**config.mk**
```make
export PLATFORM = sky130hd
export DESIGN_NAME = axi4_lite_reg_slave
export DESIGN_NICKNAME = d
export VERILOG_FILES = /design/src/rtl/axi4_lite_pkg.sv /design/src/rtl/axi4_lite_reg_slave.sv
export SDC_FILE = /design/constraint.sdc
export NUM_CORES = 1
export LEC_CHECK = 0
export CAP_MARGIN = 10
export CELL_PAD_IN_SITES_DETAIL_PLACEMENT = 0
export CELL_PAD_IN_SITES_GLOBAL_PLACEMENT = 1
export CORE_MARGIN = 2
export CORE_UTILIZATION = 39
export CTS_BUF_LIST = sky130_fd_sc_hd__clkbuf_16
export DETAILED_ROUTE_END_ITERATION = 12
export PLACE_DENSITY_LB_ADDON = 0.1
export SETUP_SLACK_MARGIN = 0.02
export SLEW_MARGIN = 5
export SYNTH_ARGS = -nofsm -noshare
export SYNTH_HDL_FRONTEND = slang
export SYNTH_SLANG_ARGS = --single-unit
```
**constraint.sdc**
```tcl
create_clock -name aclk -period 3.5 [get_ports aclk]
set_clock_uncertainty 0.05 [all_clocks]
set_input_delay 0.35 -clock aclk [delete_from_list [all_inputs] [get_ports aclk]]
set_output_delay 0.35 -clock aclk [all_outputs]
set_load 0.01 [all_outputs]
```
**src/rtl/axi4_lite_pkg.sv**
```systemverilog
// Shared types and response codes for the AXI4-Lite register slave.
package axi4_lite_pkg;

    // A: address bits, N: data bytes, I: ID bits, USE_PROT: reserved prot option.
    typedef struct packed {
        int A;
        int N;
        int I;
        bit USE_PROT;
    } axi4_lite_cfg_t;

    localparam logic [1:0] AXI4_LITE_OKAY   = 2'b00;
    localparam logic [1:0] AXI4_LITE_SLVERR = 2'b10;

endpackage

```
**src/rtl/axi4_lite_reg_slave.sv**
```systemverilog
// AXI4-Lite register-file slave: NUM_REGS registers of N bytes each, with
// independent read and write paths, byte strobes and SLVERR for unmapped indices.
module axi4_lite_reg_slave
    import axi4_lite_pkg::*;
#(
    parameter axi4_lite_cfg_t CONFIG   = '{A: 8, N: 4, I: 1, USE_PROT: 0},
    parameter int             NUM_REGS = 8
) (
    input  logic                                       aclk,
    input  logic                                       aresetn,
    // write address channel
    input  logic [CONFIG.A-1:0]                        awaddr,
    input  logic [(CONFIG.I > 0 ? CONFIG.I : 1)-1:0]   awid,
    input  logic [2:0]                                 awprot,
    input  logic                                       awvalid,
    output logic                                       awready,
    // write data channel
    input  logic [8*CONFIG.N-1:0]                      wdata,
    input  logic [CONFIG.N-1:0]                        wstrb,
    input  logic                                       wvalid,
    output logic                                       wready,
    // write response channel
    output logic [(CONFIG.I > 0 ? CONFIG.I : 1)-1:0]   bid,
    output logic [1:0]                                 bresp,
    output logic                                       bvalid,
    input  logic                                       bready,
    // read address channel
    input  logic [CONFIG.A-1:0]                        araddr,
    input  logic [(CONFIG.I > 0 ? CONFIG.I : 1)-1:0]   arid,
    input  logic [2:0]                                 arprot,
    input  logic                                       arvalid,
    output logic                                       arready,
    // read data channel
    output logic [8*CONFIG.N-1:0]                      rdata,
    output logic [(CONFIG.I > 0 ? CONFIG.I : 1)-1:0]   rid,
    output logic [1:0]                                 rresp,
    output logic                                       rvalid,
    input  logic                                       rready,
    // register file view
    output logic [NUM_REGS*8*CONFIG.N-1:0]             reg_q,
    output logic [NUM_REGS-1:0]                        reg_wr
);

    localparam int NB  = CONFIG.N;
    localparam int DW  = 8 * CONFIG.N;
    localparam int OFF = $clog2(CONFIG.N);
    localparam int XW  = CONFIG.A - OFF;
    localparam int IW  = (CONFIG.I > 0) ? CONFIG.I : 1;

    localparam logic [0:0] WR_IDLE = 1'b0;
    localparam logic [0:0] WR_RESP = 1'b1;
    localparam logic [0:0] RD_IDLE = 1'b0;
    localparam logic [0:0] RD_DATA = 1'b1;

    // Low while in reset and for the reset edge itself, so the ready
    // outputs come up one cycle after aresetn is first seen high.
    logic                run_reg;

    logic [0:0]          wr_state_reg;
    logic                aw_held_reg;
    logic [XW-1:0]       aw_idx_reg;
    logic [IW-1:0]       aw_id_reg;
    logic                w_held_reg;
    logic [DW-1:0]       w_data_reg;
    logic [NB-1:0]       w_strb_reg;
    logic [IW-1:0]       bid_reg;
    logic [1:0]          bresp_reg;

    logic [0:0]          rd_state_reg;
    logic [DW-1:0]       rdata_reg;
    logic [1:0]          rresp_reg;
    logic [IW-1:0]       rid_reg;

    logic [DW-1:0]       regs_reg  [NUM_REGS];
    logic [DW-1:0]       regs_next [NUM_REGS];
    logic [NUM_REGS-1:0] reg_wr_reg;

    logic                aw_fire;
    logic                w_fire;
    logic                ar_fire;
    logic                commit;
    logic [XW-1:0]       wr_idx;
    logic [IW-1:0]       wr_id;
    logic [DW-1:0]       wr_data;
    logic [NB-1:0]       wr_strb;
    logic [XW-1:0]       rd_idx;
    logic [NUM_REGS-1:0] wr_hit;
    logic [NUM_REGS-1:0] rd_hit;
    logic [NUM_REGS-1:0] wr_sel;
    logic [DW-1:0]       rd_val;

    // prot and the byte-offset address bits carry no meaning here
    logic unused_inputs;
    assign unused_inputs = ^{awprot, arprot, awaddr, araddr};

    assign awready = run_reg && (wr_state_reg == WR_IDLE) && !aw_held_reg;
    assign wready  = run_reg && (wr_state_reg == WR_IDLE) && !w_held_reg;
    assign arready = run_reg && (rd_state_reg == RD_IDLE);
    assign bvalid  = (wr_state_reg == WR_RESP);
    assign rvalid  = (rd_state_reg == RD_DATA);
    assign bresp   = bresp_reg;
    assign rresp   = rresp_reg;
    assign rdata   = rdata_reg;
    assign bid     = (CONFIG.I > 0) ? bid_reg : '0;
    assign rid     = (CONFIG.I > 0) ? rid_reg : '0;
    assign reg_wr  = reg_wr_reg;

    assign aw_fire = awvalid && awready;
    assign w_fire  = wvalid && wready;
    assign ar_fire = arvalid && arready;

    // A held beat takes precedence; otherwise the beat being accepted now is used.
    assign wr_idx  = aw_held_reg ? aw_idx_reg : awaddr[CONFIG.A-1:OFF];
    assign wr_id   = aw_held_reg ? aw_id_reg  : awid;
    assign wr_data = w_held_reg  ? w_data_reg : wdata;
    assign wr_strb = w_held_reg  ? w_strb_reg : wstrb;
    assign commit  = (aw_held_reg || aw_fire) && (w_held_reg || w_fire);
    assign rd_idx  = araddr[CONFIG.A-1:OFF];

    // Per-register index match; an index matching no register is out of range.
    genvar gi;
    generate
        for (gi = 0; gi < NUM_REGS; gi++) begin : g_reg
            assign wr_hit[gi] = (wr_idx == XW'(gi));
            assign rd_hit[gi] = (rd_idx == XW'(gi));
            assign wr_sel[gi] = commit && wr_hit[gi];
            assign reg_q[gi*DW +: DW] = regs_reg[gi];
        end
    endgenerate

    // Byte-strobe merge of the committed write into the selected register.
    always_comb begin
        for (int k = 0; k < NUM_REGS; k++) begin
            regs_next[k] = regs_reg[k];
            for (int b = 0; b < NB; b++) begin
                if (wr_sel[k] && wr_strb[b]) begin
                    regs_next[k][b*8 +: 8] = wr_data[b*8 +: 8];
                end
            end
        end
    end

    // Read mux over the current (pre-write) register contents.
    always_comb begin
        rd_val = '0;
        for (int k = 0; k < NUM_REGS; k++) begin
            if (rd_hit[k]) begin
                rd_val = regs_reg[k];
            end
        end
    end

    // Register storage and write-strobe pulses.
    always_ff @(posedge aclk) begin
        if (!aresetn) begin
            for (int k = 0; k < NUM_REGS; k++) begin
                regs_reg[k] <= '0;
            end
            reg_wr_reg <= '0;
        end else begin
            regs_reg   <= regs_next;
            reg_wr_reg <= wr_sel & {NUM_REGS{|wr_strb}};
        end
    end

    // Write FSM: collect AW and W in any order, commit, then hold the response.
    always_ff @(posedge aclk) begin
        if (!aresetn) begin
            run_reg      <= 1'b0;
            wr_state_reg <= WR_IDLE;
            aw_held_reg  <= 1'b0;
            aw_idx_reg   <= '0;
            aw_id_reg    <= '0;
            w_held_reg   <= 1'b0;
            w_data_reg   <= '0;
            w_strb_reg   <= '0;
            bid_reg      <= '0;
            bresp_reg    <= AXI4_LITE_OKAY;
        end else begin
            run_reg <= 1'b1;
            if (wr_state_reg == WR_IDLE) begin
                if (commit) begin
                    wr_state_reg <= WR_RESP;
                    aw_held_reg  <= 1'b0;
                    w_held_reg   <= 1'b0;
                    bid_reg      <= wr_id;
                    bresp_reg    <= (|wr_hit) ? AXI4_LITE_OKAY : AXI4_LITE_SLVERR;
                end else begin
                    if (aw_fire) begin
                        aw_held_reg <= 1'b1;
                        aw_idx_reg  <= awaddr[CONFIG.A-1:OFF];
                        aw_id_reg   <= awid;
                    end
                    if (w_fire) begin
                        w_held_reg <= 1'b1;
                        w_data_reg <= wdata;
                        w_strb_reg <= wstrb;
                    end
                end
            end else if (bready) begin
                wr_state_reg <= WR_IDLE;
            end
        end
    end

    // Read FSM: register the data on the AR handshake, hold it until rready.
    always_ff @(posedge aclk) begin
        if (!aresetn) begin
            rd_state_reg <= RD_IDLE;
            rdata_reg    <= '0;
            rresp_reg    <= AXI4_LITE_OKAY;
            rid_reg      <= '0;
        end else if (rd_state_reg == RD_IDLE) begin
            if (ar_fire) begin
                rd_state_reg <= RD_DATA;
                rdata_reg    <= rd_val;
                rresp_reg    <= (|rd_hit) ? AXI4_LITE_OKAY : AXI4_LITE_SLVERR;
                rid_reg      <= arid;
            end
        end else if (rready) begin
            rd_state_reg <= RD_IDLE;
        end
    end

endmodule
```
-- Yosys cells after proc, flatten, opt, wreduce, memory -nomap -nowiden
Index checks and enable logic that the tools add are counted.
- flip-flop bits (word level): 350
- word-level logic and storage cells: 155
- bitwise gates (word level): 4
- mux-type cells: 25
- reduce and logical (&&, ||, !) cells: 65
- equality and inequality tests: 14
- operators with widths (cell ; number):
    32-bit 2-to-1 mux ; 9
    6-bit by 3-bit == test with 1-bit output (second input constant) ; 8
    1-bit logical AND ; 48
    6-bit by 2-bit == test with 1-bit output (second input constant) ; 4
    8-bit OR reduction ; 2
    6-bit by 1-bit == test with 1-bit output (second input constant) ; 2
    6-bit logical NOT ; 2
    1-bit 2-to-1 mux ; 12
    8-bit AND ; 1
    2-bit AND reduction ; 4
    6-bit 2-to-1 mux ; 1
    3-bit AND reduction ; 2
    2-bit 2-to-1 mux ; 2
    4-bit 2-to-1 mux ; 1
    2-bit nonzero test ; 2
    4-bit OR reduction ; 1
    1-bit NOT ; 3
    1-bit logical NOT ; 2
    1-bit logical OR ; 2

-- Depth between registers and ports, before layout
Gate-level depths: netlist (run 1).
- depth after elaboration: 9
- depth in mapped cells: 7
- gate-level depth less buffers: 4

-- Least setup slack after synthesis (run 1)
OpenSTA, ideal clock, no wires.
- path kind: reg2reg
- from: register w_held_reg
- to: register reg_wr_reg[1] (netlist: reg_wr[1])
- cell stages (with the launch flop): 6
- library setup time: 160 ps
- data required time: 3290 ps
- clock period less this slack: 2463 ps
- data arrival time: 2254 ps
- buffers on the path: 2
- path slack: 1037 ps
- cells stage by stage: dfxtp_1 buf_1 mux2_2 clkbuf_1 o41ai_1 nor3b_1
- cells in the longest elaborated chain, start to end: 7
- elaborated cells between the ends (all ways): 9
- RTL lines (item ; line ; source):
    start: declaration ; axi4_lite_reg_slave.sv:63 ; logic w_held_reg;
    start signal: assignment ; axi4_lite_reg_slave.sv:174 ; w_held_reg <= 1'b0;
    start signal: assignment ; axi4_lite_reg_slave.sv:185 ; w_held_reg <= 1'b0;
    start signal: assignment ; axi4_lite_reg_slave.sv:195 ; w_held_reg <= 1'b1;
    1-bit logical NOT ; axi4_lite_reg_slave.sv:97 ; assign wready = run_reg && (wr_state_reg == WR_IDLE) && !w_held_reg;
    1-bit logical AND ; axi4_lite_reg_slave.sv:97 ;
    1-bit logical AND ; axi4_lite_reg_slave.sv:109 ; assign w_fire = wvalid && wready;
    1-bit logical OR ; axi4_lite_reg_slave.sv:117 ; assign commit = (aw_held_reg || aw_fire) && (w_held_reg || w_fire);
    1-bit logical AND ; axi4_lite_reg_slave.sv:117 ;
    1-bit logical AND ; axi4_lite_reg_slave.sv:126 ; assign wr_sel[gi] = commit && wr_hit[gi];
    8-bit AND (*) ; axi4_lite_reg_slave.sv:162 ; reg_wr_reg <= wr_sel & {NUM_REGS{|wr_strb}};
    end signal: assignment ; axi4_lite_reg_slave.sv:162 ;
    end: declaration ; axi4_lite_reg_slave.sv:76 ; logic [NUM_REGS-1:0] reg_wr_reg;
Every way passes the cells marked *; elsewhere a longest branch is shown, timed or not.
A chain may end at the register's enable or synchronous reset.

-- Worst setup path in the final report (run 1)
- from: register aw_held_reg
- to: register regs_reg, in the netlist reg_q[158]
- cells in the longest elaborated chain, start to end: 7
- elaborated cells between the ends (all ways): 9
- RTL lines (item ; line ; source):
    start: declaration ; axi4_lite_reg_slave.sv:60 ; logic aw_held_reg;
    start signal: assignment ; axi4_lite_reg_slave.sv:171 ; aw_held_reg <= 1'b0;
    start signal: assignment ; axi4_lite_reg_slave.sv:184 ; aw_held_reg <= 1'b0;
    start signal: assignment ; axi4_lite_reg_slave.sv:190 ; aw_held_reg <= 1'b1;
    branches (longest 5 deep; another with 6-bit 2-to-1 mux) ; n/a ;
    1-bit logical AND (*) ; axi4_lite_reg_slave.sv:126 ;
    1-bit logical AND (*) ; axi4_lite_reg_slave.sv:136 ; if (wr_sel[k] && wr_strb[b]) begin
    end signal: assignment ; axi4_lite_reg_slave.sv:161 ; regs_reg <= regs_next;
    end: declaration ; axi4_lite_reg_slave.sv:74 ; logic [DW-1:0] regs_reg [NUM_REGS];
Every way passes the cells marked *.

==> flow_summary.ini, run 1 <==
[clock_tree]
cts_buffers = 41
ctsHoldBuffers = 0
clock_latency_ps = 550
cts_resized = 0
cts_sinks = 348
cts_setup_buffers = 0
cts_tree = built
path_clk_slew_ps = 60
root_buffer = clkbuf_16
htree_levels = 2
clk_path_buf_depth = 3

[drt]
wl_per_cell_um = 27.1
initialDrtViolationCount = 1181
vias_per_cell = 6.10
detail-route-antenna-nets = 0
first_pass_iters = 7
drt_wl_total_um = 60100
drc_errors = 0
vias = 13548

[place]
gp_congestion = 0.857
place_hpwl_um = 42300
port_buffers = 361
dp_cells = 2148

[floorplanning]
rows = 72
io_pins = 374
initial_core_util_pct = 39.6
die_w_um = 203
core_area_mm2 = 0.0388
die_area_mm2 = 0.0411
chipHeight_um = 203

[final_layout]
area_growth_pct = 33.0
antenna_cells = 0
drive_above_1_share_pct = 21.9
fin_nets = 1740
largest_register_ffs = 256
final_cells = 2222

[worst_hold_path]
hold_class = input port to flop

[power_and_ir_drop]
ir_drop_mv = 0.331
leakage_nw = 7.21
powerDensity_mw_per_mm2 = 448

[timing]
post-route-period-util_pct = 85.9
clock.fmax_mhz = 332
setup_tns_ps = 0
hold_violations = 0
slew_viol_final = 0
fin_crit_ps = 3010
relSlewSlack_pct = 29.3
final-setup-viol-count = 0
rsz0062_at_grt = false
worst_slew_pin_slew_ps = 1060

[synth]
netlist_instances = 1401
seq_area_frac_synth_pct = 45.3
synth_ff_type = dfxtp_1
ys_warn_count = 0
yosysTopAreaCell = dfxtp_1
synth_edf_count = 0
syn_avg_cell_area_um2 = 11.0
synth_cell_types = 56
yosys-top-cells-count = dfxtp_1 (348), o221a_2 (211), nand2_1 (113)
synth_area_mm2 = 0.0154
ys_async_sr_fraction_pct = 0
synth_seq_cells = 348
synth_top_area_share_pct = 45.3
yosysMostFrequentCell = dfxtp_1
synth_top_cells_by_area = dfxtp_1 (45%), o221a_2 (15%), mux2i_1 (5.1%)

[run]
cap_violations = 0

[grt]
grt_pass1_vias = 12778
grt_usage_pct = 28.3
grt_remaining_overflow = 0
grt_start_max_net_pins = 97
antenna_found_initial = 1
grt_pass1_wl_um = 88100

[worst_setup_path]
worstPathArrival_ps = 3390
critPathCaptureType = flop
path_max_fanout = 42
required_ps = 3880
crit_type = flop to flop
critPathLaunchType = flop

[status]
status = complete, no violations
## cell type report
type	count	area [um^2]
clock buffer	43	1080
clock inverter	31	268
fill	3414	18300
inverter	15	56.3
multi-input combinational	865	7490
sequential	348	6970
tap	518	648
timing repair buffer	402	3970
## metal layers
metal | track usage (%) | up-vias | part of all wire (%)
met4 | 9.75 | 0 | 3.3
met2 | 41.2 | 626 | 43
met1 | 41.3 | 6704 | 45
met3 | 6.07 | 95 | 8.5
met5 | 0 | - | 0
li1 | - | 6123 | -
## critical path, stage by stage (launching register included)
cell	delay, ps
dfxtp_1	660
or4b_1	510
a222oi_1	460
buf_12	290
nand3_4	400
o221a_2	460
## cells in the final DEF (no fill, tap or decap), drive strengths merged, types with 26 or more instances in the layout
cell type      synthesis  routed
a21boi                41      41
inv                   15      26
dfxtp                348     348
a21oi                 53      53
clkdlybuf4s50          0     358
mux2i                 78      78
and4                  28      28
buf                   71      44
nand2                113     113
o221a                256     256
o211ai                28      28
o22ai                 32      32
clkbuf               103      43
## cells by family (layout without fill, tap and decap cells)
group                  count (synthesis)  after routing  share of synthesized area [%]
multiplexers                         124            124                           9.97
AND/OR/NAND/NOR                      245            245                           8.93
XOR/XNOR                               1              1                         0.0569
buffers and inverters                189            491                           6.30
other                                  1              2                         0.0244
AO/OA/AOI/OAI                        493            493                           29.5
flip-flops                           348            348                           45.3
## final timing paths
path	startpoint	endpoint	slack [ps]	cells past startpoint
worst min register to register	w_strb_reg[1]$_SDFFE_PN0P_	w_strb_reg[1]$_SDFFE_PN0P_	410	2
worst max-delay path	aw_held_reg$_SDFFE_PN0P_	reg_q[158]$_SDFFE_PN0P_	490	5
worst min-delay path	aresetn	run_reg$_DFF_P_	160	1
worst max register to register	aw_held_reg$_SDFFE_PN0P_	reg_q[158]$_SDFFE_PN0P_	490	5
## per-stage QoR
step	util (%)	instance area, um^2	hold WS (ps)	total power, W	setup WS (ps)
2_1_floorplan	-	15400	328	0.00457	1040
3_3_place_gp	49.3	19100	396	0.00491	341
3_5_place_dp	49.3	19100	406	0.00492	322
4_1_cts	52.7	20500	128	0.00920	497
5_1_grt	52.7	20500	157	0.00944	313
6_report	52.7	20500	155	0.00916	492
## power by group
| group | leakage [nW] | switching (W) | internal [W] |
|---|---|---|---|
| registers | 2.81 | 0.0000427 | 0.00401 |
| clock network | 0.691 | 0.00173 | 0.00258 |
| logic | 3.71 | 0.000503 | 0.000289 |
No activity file was read; power rests on OpenSTA's default activity.
==> inputs of run 2 (changes only) <==
- CELL_PAD_IN_SITES_DETAIL_PLACEMENT: 0 -> default
- CELL_PAD_IN_SITES_GLOBAL_PLACEMENT: 1 -> default
- CORE_UTILIZATION: 39 -> 45
- PLACE_DENSITY: default -> 0.74
- PLACE_DENSITY_LB_ADDON: 0.1 -> default
==> run 2 against run 1 <==
Sequential power hardly changed. Non-clock buffer count up 1. Power is 1.5% lower. Cell area down 0.51%. Critical path depth is the same. Worst hold slack improved by 96 ps. Sequential cell count stayed put. First-iteration DRC count up 25%. Worst setup slack better by 260 ps. Die area is 13% lower. Highest routed layer unchanged.
==> flow_summary.ini, run 2 (synthesized netlist as in run 1, its figures left out) <==
[timing]
final-setup-viol-count = 0
hold_violations = 0
relSlewSlack_pct = 41.6
setup_tns_ps = 0
post-route-period-util_pct = 78.4
slew_viol_final = 0
rsz0062_at_grt = false
clock.fmax_mhz = 364
worst_slew_pin_slew_ps = 874
whs_ps = 251
fin_crit_ps = 2740
setup_slack_ps = 756

[final_layout]
fill_cells = 2816
final_cells = 2150
drive_above_1_share_pct = 22.4
largest_register_ffs = 256
antenna_cells = 0
fin_nets = 1739
area_growth_pct = 32.3
final_cell_mix = clkdlybuf4s50_1 (358), dfxtp_1 (347), o221a_2 (211)
mostFrequentLayoutCell = clkdlybuf4s50_1

[clock_tree]
ctsHoldBuffers = 0
path_clk_slew_ps = 60
clk_path_buf_depth = 3
cts_buffers = 39
cts_tree = built
cts_sinks = 348
root_buffer = clkbuf_16
cts_setup_buffers = 0
clock_latency_ps = 520
htree_levels = 2
cts_resized = 0

[drt]
vias = 13974
first_pass_iters = 5
detail-route-antenna-nets = 0
drc_errors = 0
initialDrtViolationCount = 1471
wl_per_cell_um = 27.1
drt_wl_total_um = 58200
vias_per_cell = 6.50

[floorplanning]
chipHeight_um = 189
die_w_um = 189
die_area_mm2 = 0.0357
rows = 67
core_area_mm2 = 0.0336
io_pins = 374
initial_core_util_pct = 45.8

[status]
status = complete, no violations

[worst_setup_path]
worstPathArrival_ps = 3110
crit_chain = buf_4, mux2_2, a21boi_0, and3_1, o221a_2
max_stage_delay_ps = 710
critPathLaunchType = flop
r2r_slack_ps = 760
path_max_fanout = 22
crit_type = flop to flop
critPathCaptureType = flop
required_ps = 3860
cp_slowest_cell = dfxtp_2

[place]
gp_congestion = 0.934
port_buffers = 361
dp_cells = 2079
preCtsSetupSlack_ps = 340
place_hpwl_um = 40200

[grt]
grt_pass1_vias = 13253
grt_remaining_overflow = 0
antenna_found_initial = 0
grt_pass1_wl_um = 86400
grt_start_max_net_pins = 115
grt_usage_pct = 31.4

[worst_hold_path]
hold_class = input port to flop

[power_and_ir_drop]
powerDensity_mw_per_mm2 = 443
ir_drop_mv = 0.388
leakage_nw = 7.20

[run]
cap_violations = 0
run 2: changes by cell type in the layout (fill, tap and decap cells not counted), sizes merged:
cell	before	now
buf	44	45
clkinv	14	17
clkbuf	43	41
clkinvlp	1	2
inv	26	21
run 2: worst paths after layout:
path | from | end | depth (start not counted)
min reg2reg | w_data_reg[3]$_SDFFE_PN0P_ | w_data_reg[3]$_SDFFE_PN0P_ | 2
min | aresetn | run_reg$_DFF_P_ | 1
max reg2reg | w_held_reg$_SDFFE_PN0P_ | reg_q[146]$_SDFFE_PN0P_ | 5
max | w_held_reg$_SDFFE_PN0P_ | reg_q[146]$_SDFFE_PN0P_ | 5
run 2: where the power goes:
group	internal, W	switching [W]
Combinational	0.000289	0.000503
Clock	0.00250	0.00168
Sequential	0.00401	0.0000434
run 2: through the flow:
| step | utilization (%) | power, W | area, um^2 |
|---|---|---|---|
| after floorplan | - | 0.00457 | 15400 |
| after global placement | 56.7 | 0.00490 | 19100 |
| after detailed placement | 56.7 | 0.00492 | 19100 |
| after CTS | 60.6 | 0.00904 | 20400 |
| after global routing | 60.6 | 0.00928 | 20400 |
| final | 60.6 | 0.00903 | 20400 |
run 2: critical path: cells and delay by family, from the launching register on:
| kind | cells | cell delay, ps |
|---|---|---|
| buffers and inverters | 1 | 480 |
| AOI/OAI and AO/OA | 2 | 520 |
| DFF | 1 | 710 |
| muxes | 1 | 530 |
| and+or+nand+nor | 1 | 340 |
run 2: layout make-up:
class / instances / area (um^2) / share of cell area (%)
clock buffer: 41 / 1030 / 5.04
clock inverter: 30 / 280 / 1.38
inverter: 15 / 56.3 / 0.276
multi-input combinational: 865 / 7490 / 36.8
sequential: 348 / 6970 / 34.2
tap: 448 / 561 / 2.75
timing repair buffer: 403 / 3990 / 19.6
run 2: per-layer routing:
metal	global-route usage, %	share of wire, %	vias up	routed length (um)
met3	9.56	11	122	6680
met2	46.5	43	830	25200
met5	0	0	-	0
met1	43.4	42	6892	24200
li1	-	-	6130	-
met4	10.8	3.6	0	2110
